===== src/rtl/regfile_mac_initiator.sv =====
// regfile_mac_initiator
//
// Neuron-evaluation sequencer that drives a 64x32 three-read/one-write
// register file. One accepted start computes
//   dst = bias + sum_{i=0..len-1} A[aBase+i] * B[bBase+i]
// using wrapping 32-bit two's-complement arithmetic. If reluEn is set, a
// negative result is clamped to 0 before it is written back.
//
// Sequence: IDLE -> BIAS (1 cycle) -> MAC (len cycles) -> WRITE (1 cycle) -> IDLE.
// done pulses in the cycle after WRITE.
//
// Ports
//   clk, reset              rising-edge clock, synchronous active-high reset
//   start                   command strobe, taken only in IDLE
//   len, aBase, bBase       term count and operand vector base addresses
//   biasAddr, dstAddr       bias source and result destination addresses
//   reluEn                  clamp negative result to zero
//   busy, done              status: busy from BIAS through WRITE, done one cycle after WRITE
//   writeEnable/wrAddr/wrData   register file write port
//   rdAddrA/B/C, rdDataA/B/C    register file read ports (combinational reads)
module regfile_mac_initiator #(
  parameter int NUM_ADDR_BITS = 6,
  parameter int REG_WIDTH     = 32,
  parameter int LEN_BITS      = 7
) (
  input  logic                     clk,
  input  logic                     reset,
  input  logic                     start,
  input  logic [LEN_BITS-1:0]      len,
  input  logic [NUM_ADDR_BITS-1:0] aBase,
  input  logic [NUM_ADDR_BITS-1:0] bBase,
  input  logic [NUM_ADDR_BITS-1:0] biasAddr,
  input  logic [NUM_ADDR_BITS-1:0] dstAddr,
  input  logic                     reluEn,
  output logic                     busy,
  output logic                     done,
  output logic                     writeEnable,
  output logic [NUM_ADDR_BITS-1:0] wrAddr,
  output logic [REG_WIDTH-1:0]     wrData,
  output logic [NUM_ADDR_BITS-1:0] rdAddrA,
  output logic [NUM_ADDR_BITS-1:0] rdAddrB,
  output logic [NUM_ADDR_BITS-1:0] rdAddrC,
  input  logic [REG_WIDTH-1:0]     rdDataA,
  input  logic [REG_WIDTH-1:0]     rdDataB,
  input  logic [REG_WIDTH-1:0]     rdDataC
);

  typedef enum logic [1:0] {IDLE, BIAS, MAC, WRITE} stateT;

  stateT                    stateReg, stateNext;
  logic [LEN_BITS-1:0]      lenReg, lenNext;
  logic [LEN_BITS-1:0]      idxReg, idxNext;
  logic [NUM_ADDR_BITS-1:0] dstAddrReg, dstAddrNext;
  logic                     reluEnReg, reluEnNext;
  logic [REG_WIDTH-1:0]     accReg, accNext;
  logic                     busyReg, busyNext;
  logic                     doneReg, doneNext;
  logic                     writeEnableReg, writeEnableNext;
  logic [NUM_ADDR_BITS-1:0] wrAddrReg, wrAddrNext;
  logic [REG_WIDTH-1:0]     wrDataReg, wrDataNext;
  logic [NUM_ADDR_BITS-1:0] rdAddrAReg, rdAddrANext;
  logic [NUM_ADDR_BITS-1:0] rdAddrBReg, rdAddrBNext;
  logic [NUM_ADDR_BITS-1:0] rdAddrCReg, rdAddrCNext;

  // Low REG_WIDTH bits of the product; higher bits are discarded on purpose.
  logic [REG_WIDTH-1:0] product;
  logic [REG_WIDTH-1:0] macSum;
  logic [REG_WIDTH-1:0] writeSource;
  logic [REG_WIDTH-1:0] writeValue;
  logic                 lastTerm;

  assign product  = rdDataA * rdDataB;
  assign macSum   = accReg + product;
  assign lastTerm = (idxReg == lenReg - LEN_BITS'(1));

  // The write data is registered on the edge that enters WRITE. It is taken
  // from the value the accumulator is about to hold, so it is never stale by
  // one term. In BIAS that value is the bias itself (len == 0 case).
  assign writeSource = (stateReg == BIAS) ? rdDataC : macSum;
  assign writeValue  = (reluEnReg && writeSource[REG_WIDTH-1]) ? '0 : writeSource;

  always_comb begin
    stateNext       = stateReg;
    lenNext         = lenReg;
    idxNext         = idxReg;
    dstAddrNext     = dstAddrReg;
    reluEnNext      = reluEnReg;
    accNext         = accReg;
    busyNext        = busyReg;
    doneNext        = 1'b0;
    writeEnableNext = 1'b0;
    wrAddrNext      = wrAddrReg;
    wrDataNext      = wrDataReg;
    rdAddrANext     = rdAddrAReg;
    rdAddrBNext     = rdAddrBReg;
    rdAddrCNext     = rdAddrCReg;

    case (stateReg)
      IDLE: begin
        if (start) begin
          // Read addresses are loaded here so they are already valid
          // (registered) in the BIAS cycle and in the first MAC cycle.
          stateNext   = BIAS;
          lenNext     = len;
          idxNext     = '0;
          dstAddrNext = dstAddr;
          reluEnNext  = reluEn;
          rdAddrANext = aBase;
          rdAddrBNext = bBase;
          rdAddrCNext = biasAddr;
          busyNext    = 1'b1;
        end
      end
      BIAS: begin
        accNext = rdDataC;
        if (lenReg == '0) begin
          stateNext       = WRITE;
          writeEnableNext = 1'b1;
          wrAddrNext      = dstAddrReg;
          wrDataNext      = writeValue;
        end else begin
          stateNext = MAC;
        end
      end
      MAC: begin
        accNext = macSum;
        if (lastTerm) begin
          stateNext       = WRITE;
          writeEnableNext = 1'b1;
          wrAddrNext      = dstAddrReg;
          wrDataNext      = writeValue;
        end else begin
          idxNext     = idxReg + LEN_BITS'(1);
          // Natural NUM_ADDR_BITS overflow gives the 63 -> 0 wrap.
          rdAddrANext = rdAddrAReg + NUM_ADDR_BITS'(1);
          rdAddrBNext = rdAddrBReg + NUM_ADDR_BITS'(1);
        end
      end
      WRITE: begin
        stateNext = IDLE;
        busyNext  = 1'b0;
        doneNext  = 1'b1;
      end
      default: stateNext = IDLE;
    endcase
  end

  always_ff @(posedge clk) begin
    if (reset) begin
      stateReg       <= IDLE;
      lenReg         <= '0;
      idxReg         <= '0;
      dstAddrReg     <= '0;
      reluEnReg      <= 1'b0;
      accReg         <= '0;
      busyReg        <= 1'b0;
      doneReg        <= 1'b0;
      writeEnableReg <= 1'b0;
      wrAddrReg      <= '0;
      wrDataReg      <= '0;
      rdAddrAReg     <= '0;
      rdAddrBReg     <= '0;
      rdAddrCReg     <= '0;
    end else begin
      stateReg       <= stateNext;
      lenReg         <= lenNext;
      idxReg         <= idxNext;
      dstAddrReg     <= dstAddrNext;
      reluEnReg      <= reluEnNext;
      accReg         <= accNext;
      busyReg        <= busyNext;
      doneReg        <= doneNext;
      writeEnableReg <= writeEnableNext;
      wrAddrReg      <= wrAddrNext;
      wrDataReg      <= wrDataNext;
      rdAddrAReg     <= rdAddrANext;
      rdAddrBReg     <= rdAddrBNext;
      rdAddrCReg     <= rdAddrCNext;
    end
  end

  assign busy        = busyReg;
  assign done        = doneReg;
  assign writeEnable = writeEnableReg;
  assign wrAddr      = wrAddrReg;
  assign wrData      = wrDataReg;
  assign rdAddrA     = rdAddrAReg;
  assign rdAddrB     = rdAddrBReg;
  assign rdAddrC     = rdAddrCReg;

endmodule


===== config.mk =====
export PLATFORM = sky130hd
export DESIGN_NAME = regfile_mac_initiator
export DESIGN_NICKNAME = d
export VERILOG_FILES = /design/src/rtl/regfile_mac_initiator.sv
export SDC_FILE = /design/constraint.sdc
export NUM_CORES = 2
export LEC_CHECK = 0
export ABC_AREA = 1
export CORE_MARGIN = 3
export CORE_UTILIZATION = 50
export CTS_CLUSTER_DIAMETER = 120
export DETAILED_ROUTE_END_ITERATION = 12
export PLACE_DENSITY_LB_ADDON = 0.05
export SETUP_SLACK_MARGIN = 0.3
export SYNTH_ARGS = -nofsm -noshare
export SYNTH_HDL_FRONTEND = slang
export SYNTH_SLANG_ARGS = --single-unit
export TNS_END_PERCENT = 50

===== constraint.sdc =====
create_clock -name clk -period 17.35 [get_ports clk]
set_input_delay 3.47 -clock clk [delete_from_list [all_inputs] [get_ports clk]]
set_output_delay 3.47 -clock clk [all_outputs]
set_load 0.02 [all_outputs]

After elaboration in Yosys (flattened, before gate mapping)
Cells that the tools add are included.

storage, ports and cells
  flip-flop bits (word level) = 114
  logic and storage cells = 67
  input port bits = 131

operators by class
  reductions and logical operators = 11
  add/sub/neg operators = 5
  multiply operators = 1
  multiplexer cells = 28
  equality and inequality tests = 8

operator list
  kind                                                                    count
  32-bit 2-to-1 mux                                                       4
  32-bit one-hot mux with 2 select lines                                  2
  6-bit 2-to-1 mux                                                        6
  6-bit one-hot mux with 2 select lines                                   3
  32-bit adder                                                            1
  32-bit by 32-bit multiplier with 32-bit output                          1
  7-bit 2-to-1 mux                                                        2
  7-bit one-hot mux with 2 select lines                                   1
  6-bit by 1-bit adder with 6-bit output (second input constant)          2
  2-bit one-hot mux with 4 select lines                                   1
  7-bit by 1-bit adder with 7-bit output (second input constant)          1
  7-bit equality test                                                     1
  7-bit zero test                                                         1
  7-bit by 1-bit subtractor with 7-bit output (second input constant)     1
  2-bit != test (second input constant)                                   3
  2-bit AND reduction                                                     3
  3-bit AND reduction                                                     2
  2-bit nonzero test                                                      3
  1-bit 2-to-1 mux                                                        5
  2-bit equality test (second input constant)                             2
  2-bit 2-to-1 mux                                                        2
  1-bit one-hot mux with 2 select lines                                   2
  2-bit by 1-bit equality test with 1-bit output (second input constant)  1
  2-bit zero test                                                         1
  2 further kinds                                                         2

Longest topological paths before layout
  word-level depth = 7
  gate-level depth with buffers = 42
  mapped depth without buffers = 39

Least setup slack after synthesis
OpenSTA, ideal clock, no wires.

  path type = input to register
  start = input port rdDataA[12]
  end = register wrDataReg[5] (netlist: wrData[5])
  path slack = 7,294 ps
  stages on the path = 34
  path buffers = 3
  arrival time = 9,924 ps
  cell sequence = clkbuf_1 > clkbuf_1 > nand2_1 > inv_1 > fa_1 > fa_1 > fa_1 > inv_1 > fa_1 > inv_1 > fa_1 > inv_1 > fa_1 > inv_1 > fa_1 > inv_1 > fa_1 > inv_1 > ha_1 > a21oi_1 > inv_1 > a31oi_1 > o21ai_0 > a21oi_1 > o21ai_2 > nand3_1 > nand2_1 > inv_1 > nand2_2 > nand3_2 > nand3_4 > buf_6 > nand2_1 > a21oi_2

between the ends
  word-level cells in the longest chain between the ends = 7

ends and longest elaborated chain
  what                                              line      text
  start: declaration                                43        input logic [REG_WIDTH-1:0] rdDataA,
  32-bit by 32-bit multiplier with 32-bit output *  72        assign product = rdDataA * rdDataB;
  32-bit adder *                                    73        assign macSum = accReg + product;
  32-bit 2-to-1 mux *                               79        assign writeSource = (stateReg == BIAS) ? rdDataC : macSum;
  1-bit logical AND *                               80        assign writeValue = (reluEnReg && writeSource[REG_WIDTH-1]) ? '0 : writeSource;
  32-bit 2-to-1 mux *                               80
  32-bit 2-to-1 mux, on equally long branches       127, 116
  32-bit one-hot mux with 2 select lines *          98        case (stateReg)
  end signal: assignment                            175       wrDataReg <= wrDataNext;
  end: declaration                                  60        logic [REG_WIDTH-1:0] wrDataReg, wrDataNext;

Every way passes the cells marked *; elsewhere a longest branch is shown, timed or not. The select of a mux whose other input is x is not followed.
A chain may end at the register's enable or synchronous reset.

Worst setup path after layout
  start = input port rdDataA[14]
  end = register wrDataReg[9] (netlist: wrData[9])

The elaborated chain is that of the path after synthesis.

==> flow_metrics.env <==
export IMPL_finalNetCount=4005
export IMPL_pin_count=190
export IMPL_wirelength_mm=63.8
export IMPL_clockRootBuffer="clkbuf_16"
export IMPL_layout_min_cycle_time_ns=11.09
export IMPL_dr_pass1_iters=5
export IMPL_clk_latency_ns=0.42
export IMPL_multi_input_area_mm2=0.0168
export IMPL_ys_seq_area_share_pct=9.78
export IMPL_grt_overflow_total=0
export IMPL_yosysUniqueCellTypes=42
export IMPL_grt_pass1_vias=20588
export IMPL_tns_ns=0
export IMPL_wl_per_cell_um=16.3
export IMPL_yosysWarnings=0
export IMPL_ctsResizeCount=0
export IMPL_grt_max_degree=65
export IMPL_h_tree_depth=4
export IMPL_clock_sinks=114
export IMPL_yosysMostFrequentCell="inv_1"
export IMPL_clock_path_buffers=2
export IMPL_fmax_mhz=90.1
export IMPL_drv_slew=0
export IMPL_rsz0062_at_grt="false"
export IMPL_cts_setup_buffers=0
export IMPL_cp_start_kind="input pin"
export IMPL_path_class="in -> reg"
export IMPL_cpPeakStageDelay_ns=1.09
export IMPL_hpwl_mm=51.8
export IMPL_num_rows=78
export IMPL_synth_flop_cell="dfxtp_1"
export IMPL_syn2layout_area_growth_pct=11.6
export IMPL_cp_data_arrival_time_ns=11.38
export IMPL_synth_edf_count=0
export IMPL_synth_area_mm2=0.0233
export IMPL_yosys_area_top_type_share_pct=37.6
export IMPL_fp_dieW_um=222
export IMPL_hold_class="reg -> reg"
export IMPL_status="complete, no violations"
export IMPL_drt_iter0_markers=1182
export IMPL_core_area_mm2=0.0458
export IMPL_die_area_mm2=0.0493
export IMPL_cp_common_cell="inv_1"
export IMPL_ctsHoldBuffers=0
export IMPL_synth_top_cells_by_area="fa_1 (38%), inv_1 (15%), nand2_1 (14%)"
export IMPL_grt_usage_pct=26.5
export IMPL_synth_avg_cell_area_um2=7.25
export IMPL_finalCritPeriodShare_pct=63.9
export IMPL_antenna_found_initial=4
export IMPL_synthArstFlopShare_pct=0
export IMPL_drc=0
export IMPL_die_y_um=222
export IMPL_seqCellArea_mm2=0.00228
export IMPL_antenna_left=0
export IMPL_initial_core_util_pct=51.0
export IMPL_tightestPinTransition_ns=1.07
export IMPL_syn_num_nets=3922
export IMPL_cts_buffers=17
export IMPL_maxSlewHeadroom_pct=28.3
export IMPL_synth_common_cells="inv_1 (936), nand2_1 (869), fa_1 (438), a21oi_1 (133), ha_1 (132)"
export IMPL_clock_skew_ns=0.00824
export IMPL_maxCapViolCount=0
export IMPL_via_per_inst=4.99
export IMPL_clk_pin_slew_ns=0.05
export IMPL_setup_violations=0
export IMPL_syn_inst=3221
export IMPL_crit_fanout=31
export IMPL_whs_ns=0.464
export IMPL_end_kind="flip-flop"
export IMPL_vias=19548
export IMPL_io_buffers=189
export IMPL_hold_viol_final=0
export IMPL_fillers=4367
export IMPL_cts_tree="done"
export IMPL_ys_ff_latch=114
export IMPL_drive_gt1_share_pct=2.83
export IMPL_yosysTopAreaCell="fa_1"
export IMPL_crit_buf_inv=10
export IMPL_gp_congestion=0.875
export IMPL_grt_first_pass_wirelength_mm=106
export IMPL_critPathTopFamily="adder cells"
export IMPL_cp_required_ns=17.63
export IMPL_fin_util_pct=56.9
export IMPL_cp_slowest_cell="clkdlybuf4s50_1"
[layer usage]
metal  vias to the layer above  GRT usage [%]  part of all wire, %
met2                       550           44.0                   47
met1                      9521           36.0                   44
met3                        86           4.91                  6.4
met5                         -              0                0.064
met4                         6           7.06                  2.3
li1                       9385              -                    -
[area by class of cell]
type / count / share of cell area, %
multi-input combinational: 2008 / 64.7
inverter: 942 / 13.6
sequential: 114 / 8.76
timing repair buffer: 221 / 8.15
tap: 600 / 2.88
clock buffer: 25 / 1.83
clock inverter: 6 / 0.125
antenna: 1 / 0.00961
[worst reg2reg max path, delay by kind of cell (launching register included)]
kind | cells | cell delay, ns
AND/OR/NAND/NOR | 6 | 0.87
flip-flops | 1 | 0.48
adder cells (fa/ha/maj) | 9 | 4.38
AO/OA/AOI/OAI | 6 | 0.92
buffers and inverters | 8 | 0.47
[path summary, 6_finish.rpt]
path               startpoint    endpoint  slack, ns  cells past startpoint
setup / recovery  rdDataA[14]   wrData[9]       6.26                     32
hold reg to reg    accReg[27]  accReg[27]       0.46                      2
hold / removal     accReg[27]  accReg[27]       0.46                      2
setup reg to reg   accReg[18]   wrData[9]      10.06                     29
[per-stage QoR]
step / setup slack [ns] / std cells / cell area, µm²
global route: 5.89 / 3916 / 26000
floorplan: 7.29 / 3221 / 23300
detailed placement: 5.90 / 3885 / 25500
CTS: 6.32 / 3916 / 26000
finish: 6.26 / 3917 / 26100
global placement: 5.97 / 3885 / 25500
[state kept, by name (all words and copies together) (netlist names)]
| name | cells |
|---|---|
| wrData | 32 |
| rdAddrA | 6 |
| rdAddrB | 6 |
| rdAddrC | 6 |
| done | 1 |
| lenReg | 7 |
| reluEnReg | 1 |
| wrAddr | 6 |
| writeEnable | 1 |
| dstAddrReg | 6 |
| stateReg | 2 |
| busy | 1 |
| accReg | 32 |
| idxReg | 7 |
[cell families (layout without fill, tap and decap cells)]
kind of cell	count (synthesis)	after routing	share of synthesized area [%]
AO/OA/AOI/OAI	309	309	7.34
XOR/XNOR	45	45	1.72
adder cells (fa/ha/maj)	570	570	44.6
buffers and inverters	1099	1194	18.1
flip-flops	114	114	9.78
other	0	1	0
AND/OR/NAND/NOR	1084	1084	18.5
[placed cells by master (no fill, tap or decap), drive strengths merged, types with 3 or more instances in the layout]
cell type	n
clkdlybuf4s50	187
o21ai	109
nand3b	9
nand2	881
a221oi	5
xor2	27
clkinv	7
o211ai	25
nand4	4
nand3	72
xnor2	18
inv	940
nor2	89
fa	438
ha	132
dfxtp	114
a21oi	139
buf	34
and3	3
clkbuf	25
nor3	15
or2	8
o21bai	3
a31oi	16
a211oi	7
Power is not shown: default switching activity piles up to over one toggle a cycle in this logic, so the estimate is an artifact.
